## src/rtl/period_meter_pkg.sv

```systemverilog
// Shared types and helpers for the period meter: FSM state encoding and
// the default timeout count for a given counter width.
package period_meter_pkg;

    typedef enum logic [1:0] {
        IDLE    = 2'd0,
        ARM     = 2'd1,
        MEASURE = 2'd2
    } state_e;

    // All-ones value of a WIDTH-bit counter, used as the default timeout count.
    function automatic logic [63:0] cnt_max(input int width);
        return (64'd1 << width) - 64'd1;
    endfunction

endpackage

```

## src/rtl/period_meter_sync_edge_detect.sv

```systemverilog
// Multi-stage synchronizer for an asynchronous level, followed by a
// single-cycle rising-edge detector on the synchronized level.
module sync_edge_detect #(
    parameter int SYNC_STAGES = 2
) (
    input  logic clk_i,
    input  logic rstn_i,
    input  logic d_i,
    output logic level_o,
    output logic rise_o
);

    logic [SYNC_STAGES-1:0] sync_r;
    logic                   level_d_r;

    // Synchronizer chain plus one delay stage for edge detection.
    always_ff @(posedge clk_i or negedge rstn_i) begin
        if (!rstn_i) begin
            sync_r    <= '0;
            level_d_r <= 1'b0;
        end else begin
            sync_r    <= {sync_r[SYNC_STAGES-2:0], d_i};
            level_d_r <= sync_r[SYNC_STAGES-1];
        end
    end

    assign level_o = sync_r[SYNC_STAGES-1];
    assign rise_o  = sync_r[SYNC_STAGES-1] & ~level_d_r;

endmodule

```

## src/rtl/period_meter.sv

```systemverilog
// Measures the spacing, in clk_i cycles, between consecutive rising edges
// of a slow (possibly asynchronous) signal, with a timeout for lost edges.
module period_meter
    import period_meter_pkg::*;
#(
    parameter int               WIDTH       = 32,
    parameter int               SYNC_STAGES = 2,
    parameter logic [WIDTH-1:0] MAX_COUNT   = WIDTH'(cnt_max(WIDTH))
) (
    input  logic             clk_i,
    input  logic             rstn_i,
    input  logic             enable_i,
    input  logic             sig_i,
    output logic [WIDTH-1:0] period_o,
    output logic             valid_o,
    output logic             timeout_o,
    output logic             busy_o
);

    localparam logic [1:0] ST_IDLE    = 2'(IDLE);
    localparam logic [1:0] ST_ARM     = 2'(ARM);
    localparam logic [1:0] ST_MEASURE = 2'(MEASURE);

    logic             level_unused_s;
    logic             rise_s;

    logic [1:0]       state_r;
    logic [1:0]       state_s;
    logic [WIDTH-1:0] cnt_r;
    logic [WIDTH-1:0] cnt_s;
    logic [WIDTH-1:0] period_r;
    logic [WIDTH-1:0] period_s;
    logic             valid_r;
    logic             valid_s;
    logic             timeout_r;
    logic             timeout_s;
    logic             busy_r;
    logic             busy_s;

    sync_edge_detect #(
        .SYNC_STAGES(SYNC_STAGES)
    ) u_sync (
        .clk_i  (clk_i),
        .rstn_i (rstn_i),
        .d_i    (sig_i),
        .level_o(level_unused_s),
        .rise_o (rise_s)
    );

    // Next-state, counter and result logic for the measurement FSM.
    always_comb begin
        state_s   = state_r;
        cnt_s     = cnt_r;
        period_s  = period_r;
        valid_s   = 1'b0;
        timeout_s = 1'b0;
        if (!enable_i) begin
            state_s = ST_IDLE;
            cnt_s   = '0;
        end else begin
            case (state_r)
                ST_IDLE: begin
                    state_s = ST_ARM;
                end
                ST_ARM: begin
                    // The first edge only starts the count; no result yet.
                    if (rise_s) begin
                        state_s = ST_MEASURE;
                        cnt_s   = WIDTH'(1'b1);
                    end else begin
                        cnt_s   = cnt_r;
                    end
                end
                ST_MEASURE: begin
                    // An edge on the timeout cycle still counts as a result.
                    if (rise_s) begin
                        period_s = cnt_r;
                        valid_s  = 1'b1;
                        cnt_s    = WIDTH'(1'b1);
                    end else if (cnt_r == MAX_COUNT) begin
                        timeout_s = 1'b1;
                        cnt_s     = '0;
                        state_s   = ST_ARM;
                    end else begin
                        cnt_s     = cnt_r + WIDTH'(1'b1);
                    end
                end
                default: begin
                    state_s = ST_IDLE;
                    cnt_s   = '0;
                end
            endcase
        end
        busy_s = (state_s == ST_MEASURE);
    end

    // State, counter and registered outputs.
    always_ff @(posedge clk_i or negedge rstn_i) begin
        if (!rstn_i) begin
            state_r   <= ST_IDLE;
            cnt_r     <= '0;
            period_r  <= '0;
            valid_r   <= 1'b0;
            timeout_r <= 1'b0;
            busy_r    <= 1'b0;
        end else begin
            state_r   <= state_s;
            cnt_r     <= cnt_s;
            period_r  <= period_s;
            valid_r   <= valid_s;
            timeout_r <= timeout_s;
            busy_r    <= busy_s;
        end
    end

    assign period_o  = period_r;
    assign valid_o   = valid_r;
    assign timeout_o = timeout_r;
    assign busy_o    = busy_r;

endmodule

```

## config.mk

```make
export PLATFORM = sky130hd
export DESIGN_NAME = period_meter
export DESIGN_NICKNAME = d
export VERILOG_FILES = /design/src/rtl/period_meter_pkg.sv /design/src/rtl/period_meter_sync_edge_detect.sv /design/src/rtl/period_meter.sv
export SDC_FILE = /design/constraint.sdc
export NUM_CORES = 1
export LEC_CHECK = 0
export BUFFER_PORTS_ARGS = -buffer_cell sky130_fd_sc_hd__buf_2
export CORE_AREA = 2 2 78 94
export CTS_CLUSTER_DIAMETER = 100
export DETAILED_ROUTE_END_ITERATION = 10
export DIE_AREA = 0 0 80 96
export MAX_ROUTING_LAYER = met4
export PLACE_DENSITY = 0.81
export SKIP_LAST_GASP = 1
export SLEW_MARGIN = 15
export SYNTH_ARGS = -nofsm -noshare
export SYNTH_HDL_FRONTEND = slang
export SYNTH_SLANG_ARGS = --single-unit
```

## constraint.sdc

```tcl
create_clock -name clk_i -period 2 [get_ports clk_i]
set_clock_uncertainty 0.05 [all_clocks]
set_input_delay 0.2 -clock clk_i [delete_from_list [all_inputs] [get_ports clk_i]]
set_output_delay 0.2 -clock clk_i [all_outputs]
set_load 0.01 [all_outputs]
```

; Word level (Yosys, flattened, before mapping)
; Index checks and enable logic that the tools add are counted.
[word_totals]
reg_bits = 72
elab_cells = 37
memories = 0
ram_bits = 0
rom_bits = 0
output_inout_bits = 35
input_bits = 4
latch_bits = 0
[classes]
bitwise = 2
shift = 0
mux = 17
multipliers = 0
reduce_logical = 3
order_cmp = 0
div = 0
eq_ne = 6
add_sub_neg = 1
[ops]
columns = cell, n
row1 = two-way mux 32 bit, 4
row2 = one-hot mux 32 bit (3 select lines), 1
row3 = "adder 32 x 1 -> 32 bit, second input constant", 1
row4 = "equality test 32 bit, second input constant", 1
row5 = two-way mux 2 bit, 4
row6 = two-way mux 1 bit, 7
row7 = one-hot mux 2 bit (3 select lines), 1
row8 = "equality test 2 bit, second input constant", 2
row9 = "inequality test 3 bit, second input constant", 1
row10 = AND reduction 3 bit, 1
row11 = "equality test 2 x 1 -> 1 bit, second input constant", 1
row12 = zero test 2 bit, 1
row13 = "inequality test 2 bit, second input constant", 1
row14 = AND reduction 2 bit, 1
row15 = bitwise AND 1 bit, 1
row16 = inverter 1 bit, 1

; Longest topological paths before layout
[depth]
depth_word = 6
ltp_mapped = 8
ltp_nobuf = 7

; By module
; From an unflattened synthesis, not the netlist that was laid out.
[hier_totals]
hier_cells = 336
hier_area_um2 = 3460.8
[by_module_without_submodules]
columns = module, cells_each, area_per_inst_um2, instances, seq_area_each_um2
row1 = period_meter, 332, 3372.0, 1, 1726.7
row2 = sync_edge_detect, 4, 88.8, 1, 75.1

; Worst setup path after synthesis
; Ideal clock, no wire load.
[synth_timing]
path_type = flip-flop to flip-flop
from = reg state_r[1]
to = reg cnt_r[18]
setup_ns = 0.116
path_stages_with_launch = 9
t_arrival_ns = 1.928
setup_slack_ns = -0.094
n_path_buf = 1
required_time_ns = 1.834
period_less_slack_ns = 2.094
path_cell_list = dfrtp_1 -> inv_1 -> ha_1 -> and3b_1 -> nand4b_1 -> a31oi_1 -> buf_6 -> nand3_1 -> o311ai_0
[synth_via]
elab_chain_len = 3
word_cells_on_any_way = 8
classes_between = eq/ne: 4 / mux: 2 / reduce/logical: 2
[synth_rtl]
columns = item, line_no
row1 = from (decl), period_meter.sv:27  ; logic [1:0] state_r;
row2 = from (signal assigned), period_meter.sv:107  ; state_r <= state_s;
row3 = "equality test 2 bit, or another cell as far along", period_meter.sv:61  ; case (state_r)
row4 = "one-hot mux 32 bit (3 select lines), or another cell as far along", period_meter.sv:61
row5 = two-way mux 32 bit / AND reduction 2 bit (equally long branches), n/a
row6 = to (signal assigned), period_meter.sv:108  ; cnt_r <= cnt_s;
row7 = to (decl), period_meter.sv:29  ; logic [WIDTH-1:0] cnt_r;
; Several ways; a longest one is shown, not always the timed one.
; A chain may end at the register's enable or synchronous reset.

; Worst setup path in the final report
[layout_timing]
from = reg state_r[1]
to = reg period_r[19] (netlist: period_o[19])
[layout_via]
elab_chain_len = 2
[layout_rtl]
columns = item, line_no
row1 = equality test 2 bit, period_meter.sv:61
row2 = AND reduction 3 bit (no line), n/a
row3 = to (signal assigned), period_meter.sv:109  ; period_r <= period_s;
row4 = to (decl), period_meter.sv:31  ; logic [WIDTH-1:0] period_r;
; Every way passes these cells.

==> flow_summary_export.csv <==
group,metric,value,unit
status,outcome,"completed",
critical_path,critPathBufInv,4,
sta,slew_violations,0,
synth,synth_top_flop_cell,"dfrtp_1",
critical_path,cpMostUsedCell,"buf_4",
hold_path,hold_depth,3,
sta,tightest_slew,0.414,ns
hold_path,min_from,"enable_i",
sta,fin_crit_sh,97.2,%
drt,vias,2805,
critical_path,cp_top_family,"buffers and inverters",
clock_tree,clk_pin_slew,0.07,ns
hold_path,worstHoldEndpoint,"timeout_o",
critical_path,r2r-start,"state_r[1]",
die,die_width,80,um
synth,syn_nets,328,
die,fp-row-count,33,
cells_and_area,drive_gt1_share,34.3,%
sta,clock.fmax,515,MHz
global_route,grt_first_pass_wirelength,13.0,mm
global_route,first_global_vias,2779,
critical_path,cp-end-kind,"register",
critical_path,r2r_slack,0.06,ns
die,pin_count,39,
synth,synth_edf_count,0,
synth,synth_commonest_cells,"dfrtp_1, nand2_1, nor2_1",
critical_path,cpMaxStageDelayCell,"dfrtp_1",
drt,finalWirelength,7.86,mm
drt,avgViaCountPerCell,5.60,
critical_path,crit_type,"reg -> reg",
synth,syn_area_per_cell,10.7,um^2
clock_tree,cts_root_buf,"clkbuf_8",
critical_path,rr_endpoint,"period_o[19]",
critical_path,crit_fanout,24,
clock_tree,cts_buffer_depth,2,
synth,yosysMostFrequentCell,"dfrtp_1",
clock_tree,cts_tree,"done",
placed_design,gp_congestion,0.886,
critical_path,crit_path_max_incr_delay,0.41,ns
critical_path,cp.required,2.19,ns
global_route,antenna_found_initial,0,
die,die_area,7680,um^2
die,die_h,96,um
sta,slew_headroom,72.4,%
clock_tree,cts_htree_levels,3,
placed_design,port_buffers,38,
sta,rsz0062_at_grt,"true",
cells_and_area,num_antenna_cells,0,
power,peakVddDrop,0.467,mV
synth,syn-cell-area,3420,um^2
sta,period_minus_slack,1.94,ns
sta,setup_viol_count_final,0,
drt,drt_pass1_iterations,4,
hold_path,hp-class,"in -> reg",
drt,avgRoutedWirePerCell,15.7,um
power,p_per_area,680,nW/um^2
die,coreArea,6770,um^2
cells_and_area,layout.cells.non_filler,501,
drt,drc,0,
clock_tree,clk_latency,0.36,ns
synth,yosysTopAreaCell,"dfrtp_1",
clock_tree,cts_sinks,72,
global_route,grt_max_degree,44,
global_route,grt_overflow,0,
drt,drtIter0Drc,176,
drt,final_antenna_net_count,0,
sta,finalHoldViolations,0,
global_route,grt_usage,22.6,%
sta,holdWs,0.102,ns
synth,synth.area.top_cells,"dfrtp_1, mux2_2, nand2_1",
critical_path,arrival,2.13,ns
power,power.leakage,2.10,nW
critical_path,crit_path_cell_trace,"buf_4, buf_4, ha_1, buf_4, nand3_1, buf_4, mux2_2",
critical_path,start_kind,"register",
cells_and_area,num-nets-final,418,
placed_design,dpl.cell_count,474,
cells_and_area,num-fill-cells,552,
synth,synthCells,319,
synth,synth_seq_cells,72,
synth,synth.distinct_cells,46,
die,initial_core_util,50.5,%
placed_design,dp_hpwl,5.53,mm
synth,ys_warn_count,0,
cells_and_area,fin_util,64.4,%
synth,ys_seq_area_share,52.7,%
synth,synth_top_area_share,52.7,%
clock_tree,numCtsBuffers,9,
critical_path,r2r_cells,7,
flow_run,drv_cap,0,
synth,postSynth.asyncResetShare,100,%
cells_and_area,areaGrowthSynthToFinish,27.4,%
## worst reg2reg max path: stages (launching register included)
cell     delay [ns]
dfrtp_1        0.41
buf_4          0.15
buf_4          0.14
ha_1           0.19
buf_4          0.16
nand3_1        0.10
buf_4          0.27
mux2_2         0.38
## power breakdown
part,internal (mW),switching [mW],total [mW]
Clock,0.740,0.564,1.30
Sequential,1.46,0.00445,1.47
Combinational,0.0807,0.114,0.194
Total,2.28,0.682,2.96
## final cells by class
class | instances | area [um^2] | share of cell area, %
Multi-Input combinational cell | 225 | 1550 | 35.7
Inverter | 11 | 41.3 | 0.947
Tap cell | 87 | 109 | 2.50
Clock buffer | 10 | 138 | 3.16
Timing Repair Buffer | 90 | 623 | 14.3
Sequential cell | 72 | 1800 | 41.3
Clock inverter | 6 | 91.3 | 2.10
## layer usage
layer,track usage (%),share of wire [%]
met5,-,0
met4,11.4,2.1
met3,4.32,3.7
met1,27.1,43
met2,36.5,51
## worst max-delay path by stage
stage | slack [ns] | cells past startpoint | startpoint | endpoint
floorplan | 0.004 | 7 | state_r[1] | cnt_r[29]
global placement | 0.13 | 7 | state_r[1] | cnt_r[27]
detailed placement | 0.01 | 6 | state_r[1] | cnt_r[19]
CTS | 0.03 | 7 | state_r[1] | cnt_r[29]
global route | -0.03 | 6 | state_r[1] | cnt_r[23]
finish | 0.06 | 7 | state_r[1] | period_o[19]
## cells in the final DEF (no fill, tap or decap), types with 12 or more instances in the layout
cell,n
dfrtp_1,72
buf_4,47
buf_2,38
nand2_1,30
nor2_1,26
mux2_2,25
nand3_1,19
o21ai_0,17
a21oi_1,12
xor2_1,12
## stage by stage
stage	total power [mW]	worst slack [ns]	TNS [ns]	instance area, um^2
6_report	2.96	0.0569	0	4360
2_1_floorplan	1.57	0.00421	0	3440
4_1_cts	2.95	0.0306	0	4280
3_5_place_dp	1.66	0.0147	0	4030
5_1_grt	3.06	-0.0252	-0.154	4360
3_3_place_gp	1.65	0.127	0	4030
## flip-flops by register name, summed over array words and instances, names as in the netlist
signal and cells:
cnt_r 32, period_o 32, state_r 2, u_sync.sync_r 2, busy_o 1, timeout_o 1
u_sync.level_d_r 1, valid_o 1
## what timing repair did
item	4_1_cts	5_1_grt
gates resized for setup	1	6
pin swaps	0	3
endpoints found under the setup margin	1	11
hold endpoints to repair	73	0
hold buffers	2	0
buffers inserted	0	9
## cell families (layout without fill, tap and decap cells)
kind of cell	Yosys count	in the layout	synth area share (%)
AND/OR/NAND/NOR	119	119	18.5
AO/OA/AOI/OAI	61	61	12.0
buffers and inverters	22	117	2.89
flip-flops	72	72	52.7
multiplexers	26	26	8.52
XOR/XNOR	14	14	3.58
adder cells (fa/ha/maj)	5	5	1.83
(Power assumes the default switching activity.)
